$ cat config.mk
export PLATFORM = sky130hd
export DESIGN_NAME = mistral_mul_arbiter
export DESIGN_NICKNAME = d
export VERILOG_FILES = /design/src/rtl/mistral_dsp_pkg.sv /design/src/rtl/MISTRAL_MUL27X27.sv /design/src/rtl/mistral_rr_arbiter.sv /design/src/rtl/mistral_mul_arbiter.sv
export SDC_FILE = /design/constraint.sdc
export NUM_CORES = 2
export LEC_CHECK = 0
export CAP_MARGIN = 10
export CORE_ASPECT_RATIO = 2
export CORE_MARGIN = 3
export CORE_UTILIZATION = 50
export CTS_CLUSTER_DIAMETER = 60
export DETAILED_ROUTE_END_ITERATION = 12
export DONT_BUFFER_PORTS = 1
export HOLD_SLACK_MARGIN = 0.02
export PLACE_DENSITY = 0.66
export SYNTH_ARGS = -nofsm -noshare
export SYNTH_HDL_FRONTEND = slang
export SYNTH_SLANG_ARGS = --single-unit
$ cat constraint.sdc
create_clock -name CLK -period 17 [get_ports CLK]
set_input_delay 4.25 -clock CLK [delete_from_list [all_inputs] [get_ports CLK]]
set_output_delay 4.25 -clock CLK [all_outputs]
set_load 0.02 [all_outputs]
$ cat src/rtl/mistral_dsp_pkg.sv
// Shared constants and helpers for the 27x27 DSP sharing logic.
package mistral_dsp_pkg;

  localparam int MUL27_W   = 27;
  localparam int MUL27_Y_W = 54;

  // Operand pair captured in the operand stage.
  typedef struct packed {
    logic [MUL27_W-1:0] a;
    logic [MUL27_W-1:0] b;
  } mul_op_t;

  // Requester-index width; a single requester still gets one bit.
  function automatic int idw(input int n);
    return (n <= 1) ? 1 : $clog2(n);
  endfunction

endpackage

$ cat src/rtl/MISTRAL_MUL27X27.sv
// Behavioural stand-in for the hard 27x27 multiplier atom: purely
// combinational, operands extended by their signedness, full 54-bit product.
module MISTRAL_MUL27X27
  import mistral_dsp_pkg::*;
#(
  parameter bit A_SIGNED = 1'b1,
  parameter bit B_SIGNED = 1'b1
) (
  input  logic [MUL27_W-1:0]   A,
  input  logic [MUL27_W-1:0]   B,
  output logic [MUL27_Y_W-1:0] Y
);

  logic [MUL27_Y_W-1:0] a_ext, b_ext;

  // Extend both operands to 54 bits; low 54 bits of the product are exact.
  always_comb begin
    a_ext = {{MUL27_W{A_SIGNED & A[MUL27_W-1]}}, A};
    b_ext = {{MUL27_W{B_SIGNED & B[MUL27_W-1]}}, B};
    Y     = a_ext * b_ext;
  end

endmodule

$ cat src/rtl/mistral_rr_arbiter.sv
// Round-robin arbiter: searches from ptr, one-hot grant gated by en, and
// moves ptr to one past the winner whenever a grant is issued.
module mistral_rr_arbiter
  import mistral_dsp_pkg::*;
#(
  parameter int N_REQ = 4,
  parameter int IDW   = idw(N_REQ)
) (
  input  logic             CLK,
  input  logic             ACLR,
  input  logic [N_REQ-1:0] req,
  input  logic             en,
  output logic [N_REQ-1:0] gnt,
  output logic [IDW-1:0]   gnt_idx,
  output logic             gnt_any
);

  logic [IDW-1:0] ptr_q, ptr_d;
  logic [IDW:0]   j;

  // Rotating-priority search: first requester at or after ptr wins.
  always_comb begin
    gnt_idx = '0;
    gnt_any = 1'b0;
    j       = '0;
    for (int k = 0; k < N_REQ; k++) begin
      j = {1'b0, ptr_q} + (IDW+1)'(k);
      if (j >= (IDW+1)'(N_REQ)) j = j - (IDW+1)'(N_REQ);
      if (!gnt_any && req[j[IDW-1:0]]) begin
        gnt_any = 1'b1;
        gnt_idx = j[IDW-1:0];
      end
    end
  end

  // One-hot grant and pointer advance, only when the pipeline can accept.
  always_comb begin
    gnt   = '0;
    ptr_d = ptr_q;
    if (en && gnt_any) begin
      gnt[gnt_idx] = 1'b1;
      ptr_d        = (gnt_idx == IDW'(N_REQ-1)) ? '0 : gnt_idx + 1'b1;
    end
  end

  // Pointer register.
  always_ff @(posedge CLK or negedge ACLR)
    if (!ACLR) ptr_q <= '0;
    else       ptr_q <= ptr_d;

endmodule

$ cat src/rtl/mistral_mul_arbiter.sv
// Shares one 27x27 multiplier among N_REQ requesters: round-robin grant,
// operand stage S1, multiplier, result stage S2 driving the response bus.
// Build option MISTRAL_MULSHARE_PIPE_EN inserts S1b after the multiplier
// (latency 3 instead of 2, same throughput).
module mistral_mul_arbiter
  import mistral_dsp_pkg::*;
#(
  parameter int  N_REQ    = 4,
  parameter bit  A_SIGNED = 1'b1,
  parameter bit  B_SIGNED = 1'b1,
  localparam int IDW      = idw(N_REQ)
) (
  input  logic                     CLK,
  input  logic                     ACLR,
  input  logic [N_REQ-1:0]         REQ_VALID,
  output logic [N_REQ-1:0]         REQ_READY,
  input  logic [N_REQ*MUL27_W-1:0] REQ_A,
  input  logic [N_REQ*MUL27_W-1:0] REQ_B,
  output logic                     RSP_VALID,
  input  logic                     RSP_READY,
  output logic [IDW-1:0]           RSP_ID,
  output logic [MUL27_Y_W-1:0]     RSP_Y
);

  logic [N_REQ-1:0][MUL27_W-1:0] req_a, req_b;
  logic [IDW-1:0]       gnt_idx;
  logic                 gnt_any, arb_en, xfer;
  logic                 adv1, adv2;
  mul_op_t              op_q, op_d;
  logic [IDW-1:0]       id1_q, id1_d, id2_q, id2_d, s2_in_id;
  logic                 v1_q, v1_d, v2_q, v2_d, s2_in_v;
  logic [MUL27_Y_W-1:0] mul_y, y2_q, y2_d, s2_in_y;

  assign req_a = REQ_A;
  assign req_b = REQ_B;

  // A stage may advance when it is empty or its successor advances.
  assign adv2   = !v2_q || RSP_READY;
  assign arb_en = adv1 && ACLR;
  assign xfer   = gnt_any && arb_en;

  mistral_rr_arbiter #(.N_REQ(N_REQ), .IDW(IDW)) u_arb (
    .CLK     (CLK),
    .ACLR    (ACLR),
    .req     (REQ_VALID),
    .en      (arb_en),
    .gnt     (REQ_READY),
    .gnt_idx (gnt_idx),
    .gnt_any (gnt_any)
  );

  MISTRAL_MUL27X27 #(.A_SIGNED(A_SIGNED), .B_SIGNED(B_SIGNED)) u_mul (
    .A (op_q.a),
    .B (op_q.b),
    .Y (mul_y)
  );

`ifdef MISTRAL_MULSHARE_PIPE_EN
  logic                 advb;
  logic [MUL27_Y_W-1:0] yb_q, yb_d;
  logic [IDW-1:0]       idb_q, idb_d;
  logic                 vb_q, vb_d;

  assign advb     = !vb_q || adv2;
  assign adv1     = !v1_q || advb;
  assign s2_in_y  = yb_q;
  assign s2_in_id = idb_q;
  assign s2_in_v  = vb_q;

  // S1b captures the raw product so S2 never sees the multiplier path.
  always_comb begin
    yb_d  = yb_q;
    idb_d = idb_q;
    vb_d  = vb_q;
    if (advb) begin
      vb_d = v1_q;
      if (v1_q) begin
        yb_d  = mul_y;
        idb_d = id1_q;
      end
    end
  end

  // S1b register.
  always_ff @(posedge CLK or negedge ACLR)
    if (!ACLR) begin
      yb_q  <= '0;
      idb_q <= '0;
      vb_q  <= 1'b0;
    end else begin
      yb_q  <= yb_d;
      idb_q <= idb_d;
      vb_q  <= vb_d;
    end
`else
  assign adv1     = !v1_q || adv2;
  assign s2_in_y  = mul_y;
  assign s2_in_id = id1_q;
  assign s2_in_v  = v1_q;
`endif

  // S1 takes the granted requester's operands; data only moves on a transfer.
  always_comb begin
    op_d  = op_q;
    id1_d = id1_q;
    v1_d  = v1_q;
    if (adv1) begin
      v1_d = xfer;
      if (xfer) begin
        op_d.a = req_a[gnt_idx];
        op_d.b = req_b[gnt_idx];
        id1_d  = gnt_idx;
      end
    end
  end

  // S2 holds the response; frozen while the consumer stalls.
  always_comb begin
    y2_d  = y2_q;
    id2_d = id2_q;
    v2_d  = v2_q;
    if (adv2) begin
      v2_d = s2_in_v;
      if (s2_in_v) begin
        y2_d  = s2_in_y;
        id2_d = s2_in_id;
      end
    end
  end

  // S1/S2 registers; reset drops anything in flight.
  always_ff @(posedge CLK or negedge ACLR)
    if (!ACLR) begin
      op_q  <= '0;
      id1_q <= '0;
      v1_q  <= 1'b0;
      y2_q  <= '0;
      id2_q <= '0;
      v2_q  <= 1'b0;
    end else begin
      op_q  <= op_d;
      id1_q <= id1_d;
      v1_q  <= v1_d;
      y2_q  <= y2_d;
      id2_q <= id2_d;
      v2_q  <= v2_d;
    end

  assign RSP_VALID = v2_q;
  assign RSP_ID    = id2_q;
  assign RSP_Y     = y2_q;

endmodule
==> qor.yml <==
tns_ns: 0
yosysSeqAreaShare: 0.0891
routed_wl_mm: 95.1
grt_use_total: 0.284
hold_violations: 0
ys.flop_type: "dfrtp_1"
grt_max_degree: 118
synth_edf_count: 0
max_cap_violations: 0
via_count: 24600
cts_max_level: 4
synth_cell_types: 64
grt_pass1_vias: 27200
fmax_mhz: 96.2
required_ns: 12.75
gr-total-overflow: 0
utilization: 0.528
mappedNetlistArea_sq_um: 32600
num_antenna_cells: 0
netlist_instances: 3796
path_clk_slew_ns: 0.06
cts_sinks: 116
avgSynthCellArea_sq_um: 8.58
path_max_fanout: 86
fin_crit_ns: 10.40
cts-buffers-inserted: 17
drtIter0Drc: 1290
cp-start-kind: "input port"
first_pass_iters: 5
place_congestion: 0.963
rows: 131
worst_slack_ns: 6.60
final_cell_mix: "inv_1, nand2_1, fa_1, and2_1, ha_1"
synthArstFlopShare: 1.00
grt_pass1_wl_mm: 147
synth_nets: 4942
drive_gt1_frac: 0.0309
synth-seq-cells: 116
fp.dieW_um: 186
final_nets: 4786
end_kind: "output pin"
tightestPinTransition_ns: 1.28
path_class: "in2out"
initial_core_util: 0.508
dpl-instance-area_sq_um: 33200
slew_headroom: 0.147
status: "completed"
period_share: 0.612
hold_path.class: "reg2reg"
post-cts-setup-buffers: 0
rsz0062_at_grt: "no"
clock_path_buffers: 2
ctsHoldBuffers: 0
yosysWarnings: 0
cts_root_buf: "clkbuf_16"
num_io_pins: 284
place_ws_ns: 6.67
die_y_um: 367
final_common_cell: "inv_1"
drt_drc_violations_left: 0
wl_per_cell_um: 21.0
avgViaCountPerCell: 5.45
dieArea_sq_um: 68400
insertion_delay_ns: 0.46
cts_tree: "done"
arrival_ns: 6.15
core-area_sq_um: 64100
antenna_found_initial: 0
ant_nets: 0
io_buffers: 0
area_growth_pct: 3.87
final_max_slew_viol_count: 0
final_area_sq_um: 33800
worst_clock_skew_ns: 0.0121
cts_resized: 0
hpwlAfterDp_mm: 78.0
setup_viol: 0
synth_stat cells (3+ instances only):
cell type | number | area share
inv_1 | 847 | 0.098
o31ai_1 | 4 | 0.00092
nand2b_1 | 9 | 0.0017
and3_1 | 4 | 0.00077
dfrtp_1 | 116 | 0.089
xor2_1 | 18 | 0.0048
a31o_1 | 3 | 0.00081
nand3_1 | 66 | 0.010
o21a_1 | 5 | 0.0012
fa_1 | 761 | 0.47
and2_1 | 314 | 0.060
a21oi_1 | 43 | 0.0066
xnor2_1 | 38 | 0.010
a31oi_1 | 12 | 0.0023
nand4_1 | 10 | 0.0019
o21bai_1 | 11 | 0.0025
buf_2 | 9 | 0.0014
a211oi_1 | 4 | 0.00092
clkbuf_1 | 207 | 0.024
o21ai_1 | 28 | 0.0043
buf_1 | 12 | 0.0014
ha_1 | 162 | 0.062
nand2_1 | 834 | 0.096
o211ai_1 | 6 | 0.0014
o21ai_0 | 144 | 0.022
o21bai_2 | 3 | 0.0010
nor3_1 | 11 | 0.0017
a21o_1 | 26 | 0.0060
nor2_1 | 46 | 0.0053
o31a_1 | 4 | 0.0011
layer usage:
layer / global-route usage / wire length (um) / share of wire / up-vias
li1: - / - / - / 10700
met1: 0.267 / 28500 / 0.30 / 12600
met2: 0.545 / 52900 / 0.56 / 921
met3: 0.0293 / 4180 / 0.044 / 367
met4: 0.234 / 9510 / 0.10 / 0
met5: 0 / 0 / 0 / -
through the flow:
step,cells,hold WS [ns]
floorplan,3796,0.439
global placement,4485,0.458
detailed placement,4485,0.466
CTS,4516,0.480
global route,4516,0.502
finish,4516,0.475
state kept, by name, summed over array words and instances, names as in the netlist:
signal / count
op_q: 54
RSP_VALID: 1
RSP_Y: 54
s2_in_v: 1
u_arb.ptr_q: 2
id1_q: 2
RSP_ID: 2
critical path: stages:
cell and delay, ns:
o41ai_1 0.46, nand2b_4 0.41, buf_4 0.71, nor2_1 0.27
final cells by class:
cell class / count / area (sq um)
Clock inverter: 12 / 178
Clock buffer: 19 / 443
Tap cell: 864 / 1080
Multi-Input combinational cell: 2603 / 25600
Fill cell: 6032 / 30300
Inverter: 848 / 3190
Timing Repair Buffer: 54 / 405
Sequential cell: 116 / 2900
path summary, 6_finish.rpt:
| check | from | endpoint | slack (ns) | cells after the start |
|---|---|---|---|---|
| max | REQ_VALID[0] | REQ_READY[2] | 6.60 | 4 |
| min | id1_q[1]$_DFFE_PN0P_ | RSP_ID[1]$_DFFE_PN0P_ | 0.48 | 2 |
| max reg2reg | op_q[0]$_DFFE_PN0P_ | RSP_Y[51]$_DFFE_PN0P_ | 8.69 | 23 |
| min reg2reg | id1_q[1]$_DFFE_PN0P_ | RSP_ID[1]$_DFFE_PN0P_ | 0.48 | 2 |
| max in group asynchronous | ACLR | op_q[20]$_DFFE_PN0P_ | 13.33 | 0 |
| min in group asynchronous | ACLR | id1_q[1]$_DFFE_PN0P_ | 3.49 | 0 |
cells by family (layout without fill, tap and decap cells):
| family | Yosys count | count (layout) | share of synthesized area |
|---|---|---|---|
| XOR/XNOR | 56 | 56 | 0.0151 |
| AO/OA/AOI/OAI | 317 | 317 | 0.0600 |
| adder cells (fa/ha/maj) | 923 | 923 | 0.530 |
| AND/OR/NAND/NOR | 1306 | 1306 | 0.181 |
| buffers and inverters | 1077 | 933 | 0.125 |
| flip-flops | 116 | 116 | 0.0891 |
| multiplexers | 1 | 1 | 0.000307 |
Power is left out: the tool's default activity adds up to more than one toggle a clock period on the data nets, which glitch-free logic cannot reach.
